$ cat config.mk
export PLATFORM = sky130hd
export DESIGN_NAME = otter_rfile_wb_arbiter
export DESIGN_NICKNAME = d
export VERILOG_FILES = /design/src/rtl/otter_rfile_wb_arbiter.sv
export SDC_FILE = /design/constraint.sdc
export NUM_CORES = 1
export LEC_CHECK = 0
export BUFFER_PORTS_ARGS = -buffer_cell sky130_fd_sc_hd__buf_4
export CORE_MARGIN = 2
export CORE_UTILIZATION = 25
export CTS_BUF_LIST = sky130_fd_sc_hd__clkbuf_2
export CTS_CLUSTER_DIAMETER = 200
export CTS_CLUSTER_SIZE = 16
export DETAILED_ROUTE_END_ITERATION = 7
export PLACE_DENSITY = 0.55
export SLEW_MARGIN = 40
export SYNTH_ARGS = -nofsm -noshare
export SYNTH_HDL_FRONTEND = slang
export SYNTH_SLANG_ARGS = --single-unit
export TNS_END_PERCENT = 50
$ cat constraint.sdc
create_clock -name clk -period 3.7 [get_ports clk]
set_input_delay 0.37 -clock clk [delete_from_list [all_inputs] [get_ports clk]]
set_output_delay 0.37 -clock clk [all_outputs]
set_load 0.02 [all_outputs]
$ cat src/rtl/otter_rfile_wb_arbiter.sv
// Write-port arbiter for otter_rfile: the in-order writeback path always wins, and long-latency
// completions queue in a small FIFO. It also holds the pending-write scoreboard that decode queries.
module otter_rfile_wb_arbiter #(
  parameter int XLEN       = 32,
  parameter int SEC_DEPTH  = 2,
  parameter int STARVE_MAX = 4
) (
  input  logic            clk,
  input  logic            rst,
  input  logic            p_wen,
  input  logic [4:0]      p_waddr,
  input  logic [XLEN-1:0] p_wdata,
  input  logic            s_valid,
  output logic            s_ready,
  input  logic [4:0]      s_waddr,
  input  logic [XLEN-1:0] s_wdata,
  input  logic            issue_en,
  input  logic [4:0]      issue_rd,
  input  logic [4:0]      chk_addr1,
  input  logic [4:0]      chk_addr2,
  output logic            chk_busy1,
  output logic            chk_busy2,
  output logic [31:0]     busy_vec,
  output logic            stall_req,
  output logic            rf_wen,
  output logic [4:0]      rf_waddr,
  output logic [XLEN-1:0] rf_wdata
);

  localparam int PW = (SEC_DEPTH > 1) ? $clog2(SEC_DEPTH) : 1;
  localparam int CW = PW + 1;
  localparam int SW = $clog2(STARVE_MAX) + 1;

  typedef struct packed {
    logic [4:0]      addr;
    logic [XLEN-1:0] data;
  } sec_entry_t;

  sec_entry_t      fifo_q [SEC_DEPTH];
  sec_entry_t      fifo_d [SEC_DEPTH];
  logic [PW-1:0]   wr_ptr_q, wr_ptr_d;
  logic [PW-1:0]   rd_ptr_q, rd_ptr_d;
  logic [CW-1:0]   count_q, count_d;
  logic [SW-1:0]   starve_q, starve_d;
  logic            stall_req_q, stall_req_d;
  logic            rf_wen_q, rf_wen_d;
  logic [4:0]      rf_waddr_q, rf_waddr_d;
  logic [XLEN-1:0] rf_wdata_q, rf_wdata_d;
  logic            rf_src_sec_q, rf_src_sec_d;
  logic [31:0]     busy_q, busy_d;

  logic fifo_full, fifo_empty;
  logic p_eff, push, pop, head_blocked, starve_hit;

  assign fifo_full    = (count_q == CW'(SEC_DEPTH));
  assign fifo_empty   = (count_q == '0);
  assign p_eff        = p_wen && (p_waddr != 5'd0);
  assign s_ready      = !rst && !fifo_full;
  // Writes to x0 complete the handshake but never occupy a FIFO slot.
  assign push         = s_valid && s_ready && (s_waddr != 5'd0);
  assign pop          = !p_eff && !fifo_empty;
  assign head_blocked = !fifo_empty && !pop;
  assign starve_hit   = (starve_q == SW'(STARVE_MAX - 1));

  always_comb begin
    fifo_d   = fifo_q;
    wr_ptr_d = wr_ptr_q;
    rd_ptr_d = rd_ptr_q;
    count_d  = count_q;
    if (push) begin
      fifo_d[wr_ptr_q] = '{addr: s_waddr, data: s_wdata};
      wr_ptr_d         = wr_ptr_q + PW'(1);
      count_d          = count_d + CW'(1);
    end
    if (pop) begin
      rd_ptr_d = rd_ptr_q + PW'(1);
      count_d  = count_d - CW'(1);
    end
  end

  always_comb begin
    starve_d    = '0;
    stall_req_d = stall_req_q;
    if (head_blocked) begin
      starve_d = starve_hit ? starve_q : starve_q + SW'(1);
      if (starve_hit) stall_req_d = 1'b1;
    end else if (pop && (count_d == '0)) begin
      stall_req_d = 1'b0;
    end
  end

  always_comb begin
    rf_wen_d     = 1'b0;
    rf_src_sec_d = 1'b0;
    rf_waddr_d   = rf_waddr_q;
    rf_wdata_d   = rf_wdata_q;
    if (p_eff) begin
      rf_wen_d   = 1'b1;
      rf_waddr_d = p_waddr;
      rf_wdata_d = p_wdata;
    end else if (pop) begin
      rf_wen_d     = 1'b1;
      rf_src_sec_d = 1'b1;
      rf_waddr_d   = fifo_q[rd_ptr_q].addr;
      rf_wdata_d   = fifo_q[rd_ptr_q].data;
    end
  end

  // Clear is applied before set, so a same-edge reissue of the retiring rd stays busy.
  always_comb begin
    busy_d = busy_q;
    if (rf_wen_q && rf_src_sec_q) busy_d[rf_waddr_q] = 1'b0;
    if (issue_en && (issue_rd != 5'd0)) busy_d[issue_rd] = 1'b1;
    busy_d[0] = 1'b0;
  end

  always_ff @(posedge clk) begin
    fifo_q <= fifo_d;
  end

  always_ff @(posedge clk) begin
    if (rst) begin
      wr_ptr_q     <= '0;
      rd_ptr_q     <= '0;
      count_q      <= '0;
      starve_q     <= '0;
      stall_req_q  <= 1'b0;
      rf_wen_q     <= 1'b0;
      rf_waddr_q   <= '0;
      rf_wdata_q   <= '0;
      rf_src_sec_q <= 1'b0;
      busy_q       <= '0;
    end else begin
      wr_ptr_q     <= wr_ptr_d;
      rd_ptr_q     <= rd_ptr_d;
      count_q      <= count_d;
      starve_q     <= starve_d;
      stall_req_q  <= stall_req_d;
      rf_wen_q     <= rf_wen_d;
      rf_waddr_q   <= rf_waddr_d;
      rf_wdata_q   <= rf_wdata_d;
      rf_src_sec_q <= rf_src_sec_d;
      busy_q       <= busy_d;
    end
  end

  assign busy_vec  = busy_q;
  assign chk_busy1 = busy_q[chk_addr1];
  assign chk_busy2 = busy_q[chk_addr2];
  assign stall_req = stall_req_q;
  assign rf_wen    = rf_wen_q;
  assign rf_waddr  = rf_waddr_q;
  assign rf_wdata  = rf_wdata_q;

endmodule

==> results.md, run 1 <==
* status: finished, final reports clean
* power consumption: 0.00378 W
* count of distinct cell types in the synthesized netlist: 45
* final cycle utilization of the critical path: 70.4%
* clock buffer count from CTS: 17
* IR drop worst, VDD: 269 uV
* setup slack after placement: 1090 ps
* detailed-router iteration count before antenna repair: 4
* final setup margin: 1090 ps
* number of clock sinks: 152
* maximum clock frequency: 384 MHz
* CP peak stage delay: 470 ps
* average vias per placed instance: 4.55
* power per cell area: 403 nW/um^2
* detailed-placement wirelength estimate: 13,000 um
* Layout Nets: 978
* synthesized flop and latch total: 152
* Tmin final: 2610 ps
* area of the core: 26,100 um^2
* cell row count: 59
* fraction of synthesized cell area taken by the top area cell type: 33.5%
* Data arrival, critical path: 2240 ps
* cell taking the most area after synthesis: sky130_fd_sc_hd__edfxtp_1
* Synth-to-Final Area Change: 41.5%
* sequential cell area fraction in the yosys report: 57.1%
* Clock Tree Buf Depth: 2
* leading cell type by number of instances after synthesis: sky130_fd_sc_hd__nand2_1
* number of top-level design ports: 168
* Hold Path End: rf_wen$_SDFF_PP0_
* overall track demand over capacity in global routing: 13.5%
* starting density of the core: 25.4%
* hold path startpoint: p_wen
* dominant cells by area after synthesis: sky130_fd_sc_hd__edfxtp_1 (34%), sky130_fd_sc_hd__dfxtp_1 (24%), sky130_fd_sc_hd__nand2_1 (8.5%)
* Remaining Overflow, GRT: 0
* Critical Path Start Type: flop
* chip height: 167 um
* combined area of all synthesized cells: 6630 um^2
* library cell used as clock root buffer: sky130_fd_sc_hd__clkbuf_2
* most used standard cells in the synthesized netlist: sky130_fd_sc_hd__nand2_1 (150), sky130_fd_sc_hd__dfxtp_1 (78), sky130_fd_sc_hd__edfxtp_1 (74)
* Routability Congestion: 0.825
* start-to-end type of the worst setup path: reg -> out
* CTS tree: done
* data required time of the worst path: 3330 ps
* number of enable-type register cells in the synthesized netlist: 74
* Max-Slew Margin vs Limit: 49.5%
* placed standard-cell area: 8240 um^2
* cell-by-cell trace of the critical path: mux4_2 -> o32ai_1 -> a31oi_1 -> and3_1 -> buf_4
* global-route wire length before repair: 29,800 um
* Min-Delay Path Class: in -> reg
* largest net degree at the start of global routing: 80
* Cells on Worst Hold Path: 3
* final slew viol count: 0
* unrepaired setup endpoints after global routing: no
* type of destination of the critical path: output pin
* Yosys warning count: 0
* leakage component of the power: 3.52 nW
* slowest library cell on the worst path: sky130_fd_sc_hd__mux4_2
* actual transition at the worst max-transition pin: 755 ps
* share of final-layout standard cells stronger than drive strength 1: 26.1%
* clk_skew: 42.7 ps
* Port Buf Inserts: 166
* total die area: 27,800 um^2
* R2R Path End: fifo_q[28]$_DFFE_PP_
* via count of the first global-routing pass: 5,588
* wire per inst: 15.3 um
* Sum Neg Setup Slack: 0 ps
* syn avg cell area: 10.4 um^2
* async set-reset flop share out of synthesis: 0%
* post-synthesis net count: 738
* setup slack of the worst register-to-register path: 1120 ps
* share of the core filled with cells: 36.0%
* wire length reported by the detailed router: 18,800 um
* post-route ant nets: 0
* DR vias: 5,596
* clock latency at the later pin of the worst-skew pair: 700 ps
* instance count of the mapped netlist: 640
* start of the worst register-to-register path: count_q[0]$_SDFF_PP0_
* Resized Gates After CTS: 0
* initial antenna violation count: 1
* depth of the most critical reg-to-reg path: 6
* post-detailed-route DRC marker count: 0
* final-layout fill cell count: 2,672
* Final setup viols: 0
* Final Cell Area: 9370 um^2
* most instantiated flip-flop cell in the synthesis netlist: sky130_fd_sc_hd__dfxtp_1
* number of max-capacitance violations reported: 0
* Clock H-tree levels: 4
* horizontal die dimension: 167 um
* final hold violations: 0
* post-CTS clock slew at the launch and capture registers of the worst setup and hold paths: 250 ps
* CP Max Fanout: 4
* initial detailed-routing violation count: 370
==> critical path, delay by kind of cell (launching register included) <==
kind	cells	cell delay, ps
buffers and inverters	1	150
and+or+nand+nor	1	190
AOI/OAI and AO/OA	2	320
DFF	1	400
muxes	1	470
==> where the power goes <==
group          internal (W)  switching (W)
clock network      0.000386       0.000619
logic              0.000383       0.000427
registers           0.00187      0.0000951
total               0.00264        0.00114
==> cell type report <==
type	instances	area (um^2)	area share, %
well taps	335	419	4.47
multi-input cells	446	2700	28.8
flip-flops and latches	152	3790	40.4
diodes	1	2.50	0.0267
inverters	3	11.3	0.120
clock buffers	18	90.1	0.961
repair buffers	260	2200	23.4
clock inverters	14	169	1.80
==> kinds of logic after synthesis <==
| logic type | after synthesis | synth area share [%] |
|---|---|---|
| adder cells (fa/ha/maj) | 4 | 0.755 |
| AO/OA/AOI/OAI | 162 | 13.0 |
| multiplexers | 58 | 11.4 |
| AND/OR/NAND/NOR | 218 | 14.4 |
| flip-flops | 152 | 57.1 |
| other | 1 | 0.0566 |
| buffers and inverters | 42 | 2.81 |
| XOR/XNOR | 3 | 0.397 |
==> per-stage QoR <==
stage / cells / hold slack, ps
finish: 1229 / 125
global route: 1229 / 28.9
detailed placement: 1109 / 477
global placement: 1107 / 472
floorplan: 640 / 454
CTS: 1228 / 40.1
==> state kept, by name, indices dropped and copies added, names as in the netlist, 2 cells and up <==
name      flops
starve_q      3
rf_waddr      5
busy_vec     31
rf_wdata     32
count_q       2
fifo_q       74
==> cell usage in the layout (no fill, tap or decap), drive strengths merged, types with 3 or more instances in the layout <==
cell type,netlist,final
buf,13,173
nand2,150,150
dlygate4sd3,0,87
dfxtp,78,78
edfxtp,74,74
o21ai,73,73
a21oi,70,70
mux2i,42,42
nor2,25,25
clkbuf,26,18
mux4,14,14
nor3b,8,8
inv,3,8
or3,7,7
clkinv,0,5
nor3,4,4
and3,4,4
or3b,4,4
ha,4,4
o211ai,3,3
nand2b,3,3
nand3b,3,3
bufinv,0,3
==> metal layers <==
layer | share of wire, % | up-vias | GRT usage, %
li1 | - | 2772 | -
met1 | 46 | 2642 | 17.7
met2 | 48 | 172 | 22.4
met3 | 5.4 | 10 | 3.52
met4 | 0.89 | 0 | 3.30
met5 | 0 | - | 0
==> repair_timing <==
| item | in CTS | in global routing |
|---|---|---|
| hold buffers | 87 | 0 |
| hold endpoints to repair | 133 | 0 |
| buffers inserted | 0 | 0 |
==> worst max-delay path by stage <==
stage,slack (ps),from,to
detailed placement,1090,rst,fifo_q[16]$_DFFE_PP_
CTS,1010,busy_vec[31]$_SDFF_PP0_,chk_busy2
floorplan,420,count_q[0]$_SDFF_PP0_,fifo_q[37]$_DFFE_PP_
global placement,1110,rst,fifo_q[16]$_DFFE_PP_
finish,1090,busy_vec[8]$_SDFF_PP0_,chk_busy2
global route,890,count_q[0]$_SDFF_PP0_,fifo_q[28]$_DFFE_PP_
No activity file was read; power rests on OpenSTA's default activity.
==> run 2: changes to the inputs <==
clock period = 2.7 ns   (was 3.7 ns; I/O delays follow)
==> results.md, run 2 (synthesis results as in run 1) <==
* post-placement cell count: 1,112, +0.27%
* actual transition at the worst max-transition pin: 650 ps, -105 ps
* chip height: 167 um, unchanged
* Critical Path Start Type: flop
* final cycle utilization of the critical path: 92.9%
* total die area: 27,800 um^2, unchanged
* CP peak stage delay: 480 ps, about the same
* share of final-layout standard cells stronger than drive strength 1: 25.8%, -0.32 points
* data required time of the worst path: 2430 ps, -900 ps
* CP Max Fanout: 4, unchanged
* Remaining Overflow, GRT: 0, unchanged
* largest net degree at the start of global routing: 79, -1.3%
* Sum Neg Setup Slack: 0 ps, unchanged
* global-route wire length before repair: 29,700 um, -0.35%
* Final Cell Area: 9490 um^2, +1.2%
* Min-Delay Path Class: in -> reg
* Clock H-tree levels: 4, unchanged
* clk_skew: 29.9 ps, -12.8 ps
* post-route ant nets: 0, unchanged
* start point of the critical path: busy_vec[8]$_SDFF_PP0_
* leakage component of the power: 3.57 nW, +1.4%
* final slew viol count: 0, unchanged
* final standard cell count with taps included and fillers excluded: 1,241, +0.98%
* number of top-level design ports: 168, unchanged
* CTS tree: done
* Final setup viols: 0, unchanged
* share of the core filled with cells: 36.4%, +0.45 points
* Layout Nets: 989, +1.1%
* post-CTS setup buffers: 0, unchanged
* maximum clock frequency: 399 MHz
* detailed-router iteration count before antenna repair: 5, +1
* status: finished, final reports clean
* Routability Congestion: 0.827, +0.34%
* detailed-placement wirelength estimate: 12,700 um, -2.3%
* average vias per placed instance: 4.53, -0.60%
* DR vias: 5,617, +0.38%
* register with the most flip-flops: fifo_q
* initial detailed-routing violation count: 374, +1.1%
* clock buffer count from CTS: 17, unchanged
* post-detailed-route DRC marker count: 0, unchanged
* start of the worst register-to-register path: count_q[0]$_SDFF_PP0_
* unrepaired setup endpoints after global routing: no
* initial antenna violation count: 2, +1
* cell-by-cell trace of the critical path: mux4_2 -> o32ai_1 -> a31oi_1 -> and3_1 -> buf_4
* Port Buf Inserts: 166, unchanged
* Tmin final: 2510 ps
* number of max-capacitance violations reported: 0, unchanged
* start-to-end type of the worst setup path: reg -> out
* number of clock sinks: 152, unchanged
* slowest library cell on the worst path: sky130_fd_sc_hd__mux4_2
* final hold violations: 0, unchanged
* horizontal die dimension: 167 um, unchanged
* Clock Tree Buf Depth: 2, unchanged
* IR drop worst, VDD: 323 uV, +20%
* Max-Slew Margin vs Limit: 56.5%, +7.0 points
* number of flip-flops under the largest register name: 74, unchanged
* hold path startpoint: rst
* clock latency at the later pin of the worst-skew pair: 700 ps, about the same
* Synth-to-Final Area Change: 43.2%
* post-CTS clock slew at the launch and capture registers of the worst setup and hold paths: 230 ps, -20 ps
* type of destination of the critical path: output pin
* cell row count: 59, unchanged
* multi-input combinational cell area: 2690 um^2, -0.19%
* area of the core: 26,100 um^2, unchanged
* library cell used as clock root buffer: sky130_fd_sc_hd__clkbuf_2
* Data arrival, critical path: 2240 ps, about the same
* depth of the most critical reg-to-reg path: 7, +1
* via count of the first global-routing pass: 5,549, -0.70%
* wire length reported by the detailed router: 18,700 um, about the same
* wire per inst: 15.1 um, -0.97%
* sequential standard cell area: 3780 um^2, about the same
* starting density of the core: 25.4%, unchanged
* placed standard-cell area: 8280 um^2, +0.50%
* overall track demand over capacity in global routing: 13.4%, -0.10 points
* top library cells by usage in the layout, fill and taps aside: sky130_fd_sc_hd__buf_4 (170), sky130_fd_sc_hd__nand2_1 (150), sky130_fd_sc_hd__dlygate4sd3_1 (95), sky130_fd_sc_hd__dfxtp_1 (77), sky130_fd_sc_hd__edfxtp_1 (74)
* worst setup path endpoint: chk_busy1
* most common cell after layout, fill and taps aside: sky130_fd_sc_hd__buf_4
* setup slack of the worst register-to-register path: 350 ps, -770 ps
* worst hold-check slack: 116 ps, -8.74 ps
* R2R Path End: rf_waddr[3]$_SDFFE_PP0P_
* power per cell area: 543 nW/um^2, +35%
* final-layout fill cell count: 2,606, -2.5%
==> run 2: cell count changes in the layout (fill, tap and decap cells not counted) <==
cell | previous run | this run
sky130_fd_sc_hd__diode_2 | 1 | 2
sky130_fd_sc_hd__inv_6 | 3 | 0
sky130_fd_sc_hd__buf_12 | 0 | 4
sky130_fd_sc_hd__clkinvlp_4 | 1 | 3
sky130_fd_sc_hd__dfxtp_4 | 1 | 0
sky130_fd_sc_hd__clkinv_1 | 0 | 2
sky130_fd_sc_hd__buf_16 | 1 | 0
sky130_fd_sc_hd__nor3b_1 | 7 | 8
sky130_fd_sc_hd__dfxtp_2 | 0 | 1
sky130_fd_sc_hd__inv_4 | 2 | 0
sky130_fd_sc_hd__clkinv_2 | 3 | 4
sky130_fd_sc_hd__dlygate4sd3_1 | 87 | 95
sky130_fd_sc_hd__nor3b_2 | 1 | 0
==> run 2: worst max-delay path: cells and delay by family, from the launching register on <==
kind                   cells  cell delay, ps
muxes                      1             480
DFF                        1             400
AOI/OAI and AO/OA          2             320
and+or+nand+nor            1             190
buffers and inverters      1             150
==> run 2: what timing repair did <==
| action | 4_1_cts | 5_1_grt |
|---|---|---|
| setup endpoints to repair | 0 | 2 |
| hold buffers | 95 | 0 |
| hold endpoints to repair | 143 | 0 |
| gates resized for setup | 0 | 1 |
==> run 2: routing by layer <==
layer	GRT usage [%]	vias to the layer above	share of wire, %	wire length [um]
met5	0	-	0	0
met4	3.97	0	0.95	179
met3	3.14	14	6.9	1290
met2	22.2	201	47	8870
met1	17.6	2604	45	8410
li1	-	2798	-	-
==> run 2: power by group <==
group	internal (W)	leakage, nW	switching [W]
Sequential	0.00256	1.32	0.000105
Combinational	0.000553	2.11	0.000616
Clock	0.000508	0.145	0.000809
==> run 2: how the worst min path moves through the flow <==
stage | to | depth (start not counted)
after global placement | fifo_q[52]$_DFFE_PP_ | 1
final | count_q[0]$_SDFF_PP0_ | 5
after floorplan | fifo_q[0]$_DFFE_PP_ | 0
after global routing | rf_wdata[22]$_SDFFE_PP0P_ | 3
after CTS | count_q[0]$_SDFF_PP0_ | 5
after detailed placement | fifo_q[14]$_DFFE_PP_ | 1
==> run 2: stage by stage <==
step	power [W]	setup slack [ps]
final	0.00515	191
after global routing	0.00544	42.1
after CTS	0.00522	93.3
after detailed placement	0.00377	448
after global placement	0.00376	501
after floorplan	0.00335	-15.2
==> run 2: layout make-up <==
| cell class | instances | area share (%) |
|---|---|---|
| repair buffers | 271 | 24.5 |
| well taps | 335 | 4.42 |
| multi-input cells | 446 | 28.4 |
| flip-flops and latches | 152 | 39.9 |
| inverters | 3 | 0.119 |
| clock buffers | 18 | 0.949 |
| clock inverters | 14 | 1.66 |
| diodes | 2 | 0.0527 |
